### config.mk
export PLATFORM = sky130hd
export DESIGN_NAME = udivider_seq
export DESIGN_NICKNAME = d
export VERILOG_FILES = /design/src/rtl/udivider_seq.sv
export SDC_FILE = /design/constraint.sdc
export NUM_CORES = 1
export LEC_CHECK = 0
export CELL_PAD_IN_SITES_DETAIL_PLACEMENT = 1
export CELL_PAD_IN_SITES_GLOBAL_PLACEMENT = 2
export CORE_MARGIN = 3
export CORE_UTILIZATION = 35
export CTS_CLUSTER_DIAMETER = 100
export DETAILED_ROUTE_END_ITERATION = 6
export GPL_TIMING_DRIVEN = 1
export PLACE_DENSITY = 0.86
export SYNTH_ARGS = -nofsm -noshare
export SYNTH_HDL_FRONTEND = slang
export SYNTH_SLANG_ARGS = --single-unit
### constraint.sdc
create_clock -name clk -period 7.25 [get_ports clk]
set_clock_uncertainty 0.1 [all_clocks]
set_input_delay 1.8125 -clock clk [delete_from_list [all_inputs] [get_ports clk]]
set_output_delay 1.8125 -clock clk [all_outputs]
set_load 0.005 [all_outputs]
### src/rtl/udivider_seq.sv
// udivider_seq: iterative unsigned divider using restoring shift-subtract.
// One quotient bit is resolved per clock. A start accepted while ready
// yields done WIDTH clocks later. Results stay on the outputs until the
// next done pulse.
module udivider_seq #(
  parameter int WIDTH = 32
) (
  input  logic             clk,
  input  logic             rst_n,
  input  logic             start,
  input  logic [WIDTH-1:0] in1,
  input  logic [WIDTH-1:0] in2,
  output logic             ready,
  output logic             done,
  output logic [WIDTH-1:0] quotient,
  output logic [WIDTH-1:0] remainder,
  output logic             div_by_zero
);

  localparam int CW = (WIDTH > 2) ? $clog2(WIDTH) : 1;

  localparam logic [1:0] ST_IDLE = 2'd0;
  localparam logic [1:0] ST_BUSY = 2'd1;
  localparam logic [1:0] ST_DONE = 2'd2;

  localparam logic [CW-1:0] CNT_LAST = CW'(WIDTH - 1);

  logic [1:0]       state_q,     state_d;
  logic [WIDTH-1:0] divisor_q,   divisor_d;
  logic [WIDTH-1:0] rem_q,       rem_d;
  logic [WIDTH-1:0] quo_q,       quo_d;
  logic [CW-1:0]    cnt_q,       cnt_d;
  logic [WIDTH-1:0] quotient_q,  quotient_d;
  logic [WIDTH-1:0] remainder_q, remainder_d;
  logic             dbz_q,       dbz_d;

  logic [WIDTH-1:0] shifted_lo;
  logic             ge;
  logic [WIDTH-1:0] diff;
  logic [WIDTH-1:0] rem_next;
  logic [WIDTH-1:0] quo_next;

  // One restoring step on the partial remainder and the quotient accumulator.
  always_comb begin
    // The shifted remainder is {rem_q[WIDTH-1], shifted_lo}, which is WIDTH+1 bits.
    // Its top bit is set only when the value is at least 2^WIDTH, which exceeds
    // any divisor. That bit plus a WIDTH-bit compare is therefore the full-width
    // comparison. When ge holds, the true difference is below 2^WIDTH, so a
    // WIDTH-bit subtract is exact.
    shifted_lo = {rem_q[WIDTH-2:0], quo_q[WIDTH-1]};
    ge         = rem_q[WIDTH-1] | (shifted_lo >= divisor_q);
    diff       = shifted_lo - divisor_q;
    rem_next   = ge ? diff : shifted_lo;
    quo_next   = {quo_q[WIDTH-2:0], ge};
  end

  // Next-state logic for the FSM and the datapath registers.
  always_comb begin
    // NOTE: every _d is given its hold value first so no path can infer a latch.
    state_d     = state_q;
    divisor_d   = divisor_q;
    rem_d       = rem_q;
    quo_d       = quo_q;
    cnt_d       = cnt_q;
    quotient_d  = quotient_q;
    remainder_d = remainder_q;
    dbz_d       = dbz_q;
    case (state_q)
      ST_IDLE, ST_DONE: begin
        if (start) begin
          divisor_d = in2;
          rem_d     = '0;
          quo_d     = in1;
          cnt_d     = '0;
          state_d   = ST_BUSY;
        end else begin
          state_d   = ST_IDLE;
        end
      end
      ST_BUSY: begin
        rem_d = rem_next;
        quo_d = quo_next;
        cnt_d = cnt_q + CW'(1);
        if (cnt_q == CNT_LAST) begin
          state_d     = ST_DONE;
          quotient_d  = quo_next;
          remainder_d = rem_next;
          dbz_d       = (divisor_q == '0);
        end
      end
      default: state_d = ST_IDLE;
    endcase
  end

  // State and datapath registers. Reset aborts any operation in progress.
  always_ff @(posedge clk or negedge rst_n) begin
    if (!rst_n) begin
      // NOTE: the datapath registers are reset too, so an abort leaves no stale operands behind.
      state_q     <= ST_IDLE;
      divisor_q   <= '0;
      rem_q       <= '0;
      quo_q       <= '0;
      cnt_q       <= '0;
      quotient_q  <= '0;
      remainder_q <= '0;
      dbz_q       <= 1'b0;
    end else begin
      // NOTE: non-blocking assignments let all registers update from pre-edge values.
      state_q     <= state_d;
      divisor_q   <= divisor_d;
      rem_q       <= rem_d;
      quo_q       <= quo_d;
      cnt_q       <= cnt_d;
      quotient_q  <= quotient_d;
      remainder_q <= remainder_d;
      dbz_q       <= dbz_d;
    end
  end

  assign ready       = (state_q != ST_BUSY);
  assign done        = (state_q == ST_DONE);
  assign quotient    = quotient_q;
  assign remainder   = remainder_q;
  assign div_by_zero = dbz_q;

endmodule

==> Yosys cells after proc, flatten, opt, wreduce, memory -nomap -nowiden <==
Cells that the tools add are included.
{ "totals": {"register_bits": 168, "in_bits": 67, "wordCells": 35} }
{ "classes": {"n_addsub": 2, "magnitude_cmp": 1, "n_eq_ne": 6, "muxes": 10, "bitwise_logic": 1, "n_reduce_logical": 7} }
{ "ops": {"columns": ["cell", "count"], "rows": [
  ["case mux 32 bit (2 select lines)", 2],
  ["2-to-1 mux 32 bit", 3],
  [">= comparator 32 bit", 1],
  ["logical NOT 32 bit", 1],
  ["subtractor 32 bit", 1],
  ["case mux 5 bit (2 select lines)", 1],
  ["AND reduction 2 bit", 3],
  ["adder 5 x 1 -> 5 bit, second input constant", 1],
  ["equality test 5 bit, second input constant", 1],
  ["2-to-1 mux 5 bit", 1],
  ["!= test 2 bit, second input constant", 2],
  ["case mux 2 bit (2 select lines)", 1],
  ["equality test 2 x 1 -> 1 bit, second input constant", 1],
  ["equality test 2 bit, second input constant", 1],
  ["logical NOT 2 bit", 1],
  ["2-to-1 mux 2 bit", 1],
  ["!= test 2 x 1 -> 1 bit, second input constant", 1],
  ["nonzero test 2 bit", 1],
  ["OR reduction 2 bit", 1],
  ["2-to-1 mux 1 bit", 1],
  ["bitwise OR 1 bit", 1]
]} }

==> Depth between registers and ports, before layout <==
{ "logic_depth": {"depth_word": 4, "depth_mapped": 13, "ltp_nobuf": 12} }

==> Least setup slack after synthesis <==
No wires, ideal clock.
{ "synth_timing": {"kind": "input-to-reg", "from": "input port start", "to": "register cnt_q[0]", "setup_ps": 83, "arrival_time_ps": 2856, "setup_slack_ps": 4211, "cell_stages": 7, "path_buffers": 3, "cell_sequence": "nor2b_1 -> clkbuf_1 -> nor2_1 -> clkbuf_1 -> buf_1 -> nand2_1 -> o21ai_0"} }
{ "synth_between": {"elab_chain_len": 2} }
{ "synth_rtl": {"columns": ["element", "line_no", "rtl"], "rows": [
  ["from (decl)", "10", "input logic start,"],
  ["!= test 2 bit (no line)", null, null],
  ["AND reduction 2 bit (no line)", null, null],
  ["to (signal assigned)", "113", "cnt_q <= cnt_d;"],
  ["to (decl)", "32", "logic [CW-1:0] cnt_q, cnt_d;"]
]} }
No other way between the ends.
A chain may end at the register's enable or synchronous reset.

==> Worst setup path in the final report <==
{ "layout_timing": {"from": "register state_q[0]", "to": "output port ready"} }
{ "layout_between": {"elab_chain_len": 1} }
{ "layout_rtl": {"columns": ["element", "line_no", "rtl"], "rows": [
  ["from (decl)", "28", "logic [1:0] state_q, state_d;"],
  ["from (signal assigned)", "109", "state_q <= state_d;"],
  ["!= test 2 x 1 -> 1 bit", "120", "assign ready = (state_q != ST_BUSY);"],
  ["to (decl)", "13", "output logic ready,"]
]} }
No other way between the ends.

==> flow_summary.json <==
{
  "diodes": 0,
  "core-area_um2": 23800,
  "finalNetCount": 1192,
  "rsz0062_at_grt": "no",
  "startpoint_type": "flop",
  "cts-resized-gates": 0,
  "grt_pass1_vias": 7936,
  "cp_slowest_stage_delay_ns": 0.60,
  "antenna_found_initial": 0,
  "crit_chain": "nor2b_4, inv_1, buf_4, clkdlybuf4s50_1",
  "track_usage_pct": 19.7,
  "clock_latency_ns": 0.43,
  "tightest_slew_ns": 1.01,
  "cts_setup_buffers": 0,
  "syn2layout_area_growth_pct": 25.7,
  "path_buf_inv": 3,
  "gp_congestion": 0.824,
  "final_layout_size_suffix_gt1_share_pct": 4.71,
  "drt_iter0_drc": 311,
  "crit_slowest_cell": "clkdlybuf4s50_1",
  "root_buffer": "clkbuf_16",
  "arrival_ns": 2.07,
  "end_kind": "primary output",
  "synthSimpleGateAreaFrac_pct": 18.7,
  "period_needed_ns": 3.98,
  "relSlewSlack_pct": 32.6,
  "synth_nets": 1087,
  "synth.avg_cell_area_um2": 8.72,
  "syn_area_um2": 8590,
  "cp_max_fo": 35,
  "fin_cells": 1422,
  "synth_cell_types": 54,
  "cpLargestDelayFamily": "buffers and inverters",
  "die_x_um": 163,
  "cap_viol_max_count": 0,
  "max-vdd-ir-drop_mv": 0.211,
  "final_cell_area_um2": 10800,
  "dp_cells": 1390,
  "holdBufCountCts": 0,
  "path_clk_slew_ns": 0.07,
  "synthTopCellsByArea": "dfrtp_1 (49%), nand2_1 (13%), ha_1 (5.0%)",
  "viasPerCell": 5.20,
  "drc": 0,
  "setup_violations": 0,
  "required_ns": 5.34,
  "dr.pass1.iters": 4,
  "gr-total-overflow": 0,
  "period_share_pct": 54.9,
  "ys_ff_latch": 168,
  "syn_inst": 985,
  "yosysMostFrequentCell": "nand2_1",
  "p_leak_uw": 0.00487,
  "multi_input_area_um2": 4050,
  "seqCellArea_um2": 4200,
  "slew_viol_final": 0,
  "cts_buffers": 17,
  "synth_ff_type": "dfrtp_1",
  "die_h_um": 163,
  "place_area_um2": 10200,
  "synth_commonest_cells": "nand2_1 (293), dfrtp_1 (168), o21ai_1 (71), o21ai_0 (58)",
  "grt_pass1_wl_mm": 42.0,
  "rows": 56,
  "synth_top_family_by_area": "compound AO/OA/AOI/OAI gates",
  "muxShareOfSynthArea_pct": 1.89,
  "die-area_um2": 26400,
  "boundaryPins": 134,
  "start_util_pct": 36.0,
  "async_flop_share_pct": 100,
  "clock.fmax_mhz": 251,
  "run_status": "finished, final reports clean",
  "final.setup.tns_ns": 0,
  "synth.top_cell.area_share_pct": 49.0,
  "via_count": 7396,
  "power_density_nw_per_um2": 590,
  "port_buffers": 133,
  "fin_util_pct": 45.3,
  "finalWirelength_mm": 25.3,
  "hpwl_mm": 17.6,
  "cts_tree": "done",
  "yosys_warnings": 0,
  "cts_sinks": 168,
  "hp-class": "reg2reg",
  "routedWlPerCell_um": 17.8,
  "grt_max_degree": 97,
  "ant_nets": 0,
  "ys_seq_area_share_pct": 49.0,
  "hold_viol": 0,
  "htreeDepth": 4,
  "synth-adder-area-share_pct": 5.19,
  "fillers": 2776,
  "synth_area_leader_cell": "dfrtp_1",
  "synth_xor_area_share_pct": 2.14,
  "critPathKind": "reg2out",
  "synth_edf_count": 0,
  "clockBufferDepth": 2,
  "synth_compound_area_share_pct": 18.8
}
[logic make-up (layout without fill, tap and decap cells)]
| logic type | Yosys count | count (layout) |
|---|---|---|
| AO/OA/AOI/OAI | 266 | 266 |
| AND/OR/NAND/NOR | 384 | 384 |
| buffers and inverters | 95 | 213 |
| XOR/XNOR | 21 | 21 |
| adder cells (fa/ha/maj) | 35 | 35 |
| flip-flops | 168 | 168 |
| multiplexers | 16 | 16 |
[registers in the layout, summed over array words and instances, names as in the netlist]
signal	flops
cnt_q	5
div_by_zero	1
divisor_q	32
quo_q	32
quotient	32
rem_q	32
remainder	32
state_q	2
[worst min-delay path: stages, from the launching register on]
cell,delay [ns]
dfrtp_1,0.35
nand2_1,0.05
nand2_1,0.05
[layout make-up]
class,instances,share of cell area (%)
flip-flops and latches,168,38.9
multi-input cells,722,37.5
repair buffers,141,12.9
inverters,40,1.39
clock buffers,17,3.94
well taps,319,3.70
clock inverters,15,1.63
[metrics by stage]
stage / total power [uW] / setup WS [ns] / hold WS (ns)
finish: 6370 / 3.27 / 0.380
global route: 6970 / 3.15 / 0.401
CTS: 6430 / 3.22 / 0.385
detailed placement: 5460 / 3.24 / 0.361
global placement: 5360 / 3.30 / 0.357
floorplan: 4220 / 4.21 / 0.349
[per-layer routing]
| layer | track usage (%) | part of all wire [%] | vias up |
|---|---|---|---|
| li1 | - | - | 3582 |
| met1 | 26.6 | 47 | 3652 |
| met2 | 32.2 | 46 | 145 |
| met3 | 5.01 | 5.8 | 17 |
| met4 | 3.88 | 0.80 | 0 |
| met5 | 0 | 0 | - |
[where the power goes]
group          switching [uW]  leakage [uW]  total (uW)  internal, uW
combinational            2120       0.00258        3690          1570
clock                     458      0.000293         924           466
sequential                336       0.00200        1760          1420
[worst paths after layout]
kind / startpoint / endpoint / slack [ns] / depth (start not counted)
setup / recovery: state_q[0] / ready / 3.27 / 4
hold reg to reg: quotient[20] / quotient[20] / 0.38 / 2
hold / removal: quotient[20] / quotient[20] / 0.38 / 2
setup reg to reg: divisor_q[0] / remainder[21] / 3.52 / 11
min in group asynchronous: rst_n / rem_q[13] / 1.24 / 1
max in group asynchronous: rst_n / remainder[31] / 4.60 / 2
[cell usage in the layout (no fill, tap or decap), types with 5 or more instances in the layout]
master,synthesis,final
nand2_1,293,292
dfrtp_1,168,168
clkdlybuf4s50_1,0,132
o21ai_1,71,71
o21ai_0,58,58
inv_1,40,40
a21oi_1,38,38
ha_1,34,34
a22oi_1,31,31
nor2_1,22,21
a21o_1,17,17
clkbuf_16,0,17
xnor2_1,15,15
mux2i_1,14,14
nand3_1,10,10
nor4_1,10,10
nand4_1,9,9
and3_1,8,8
o21a_1,8,8
buf_4,1,8
nor2b_1,9,7
nor3_1,7,7
xor2_1,6,6
o211ai_1,5,5
clkinv_8,0,5
Note: power is estimated with default switching activity, not from simulation.
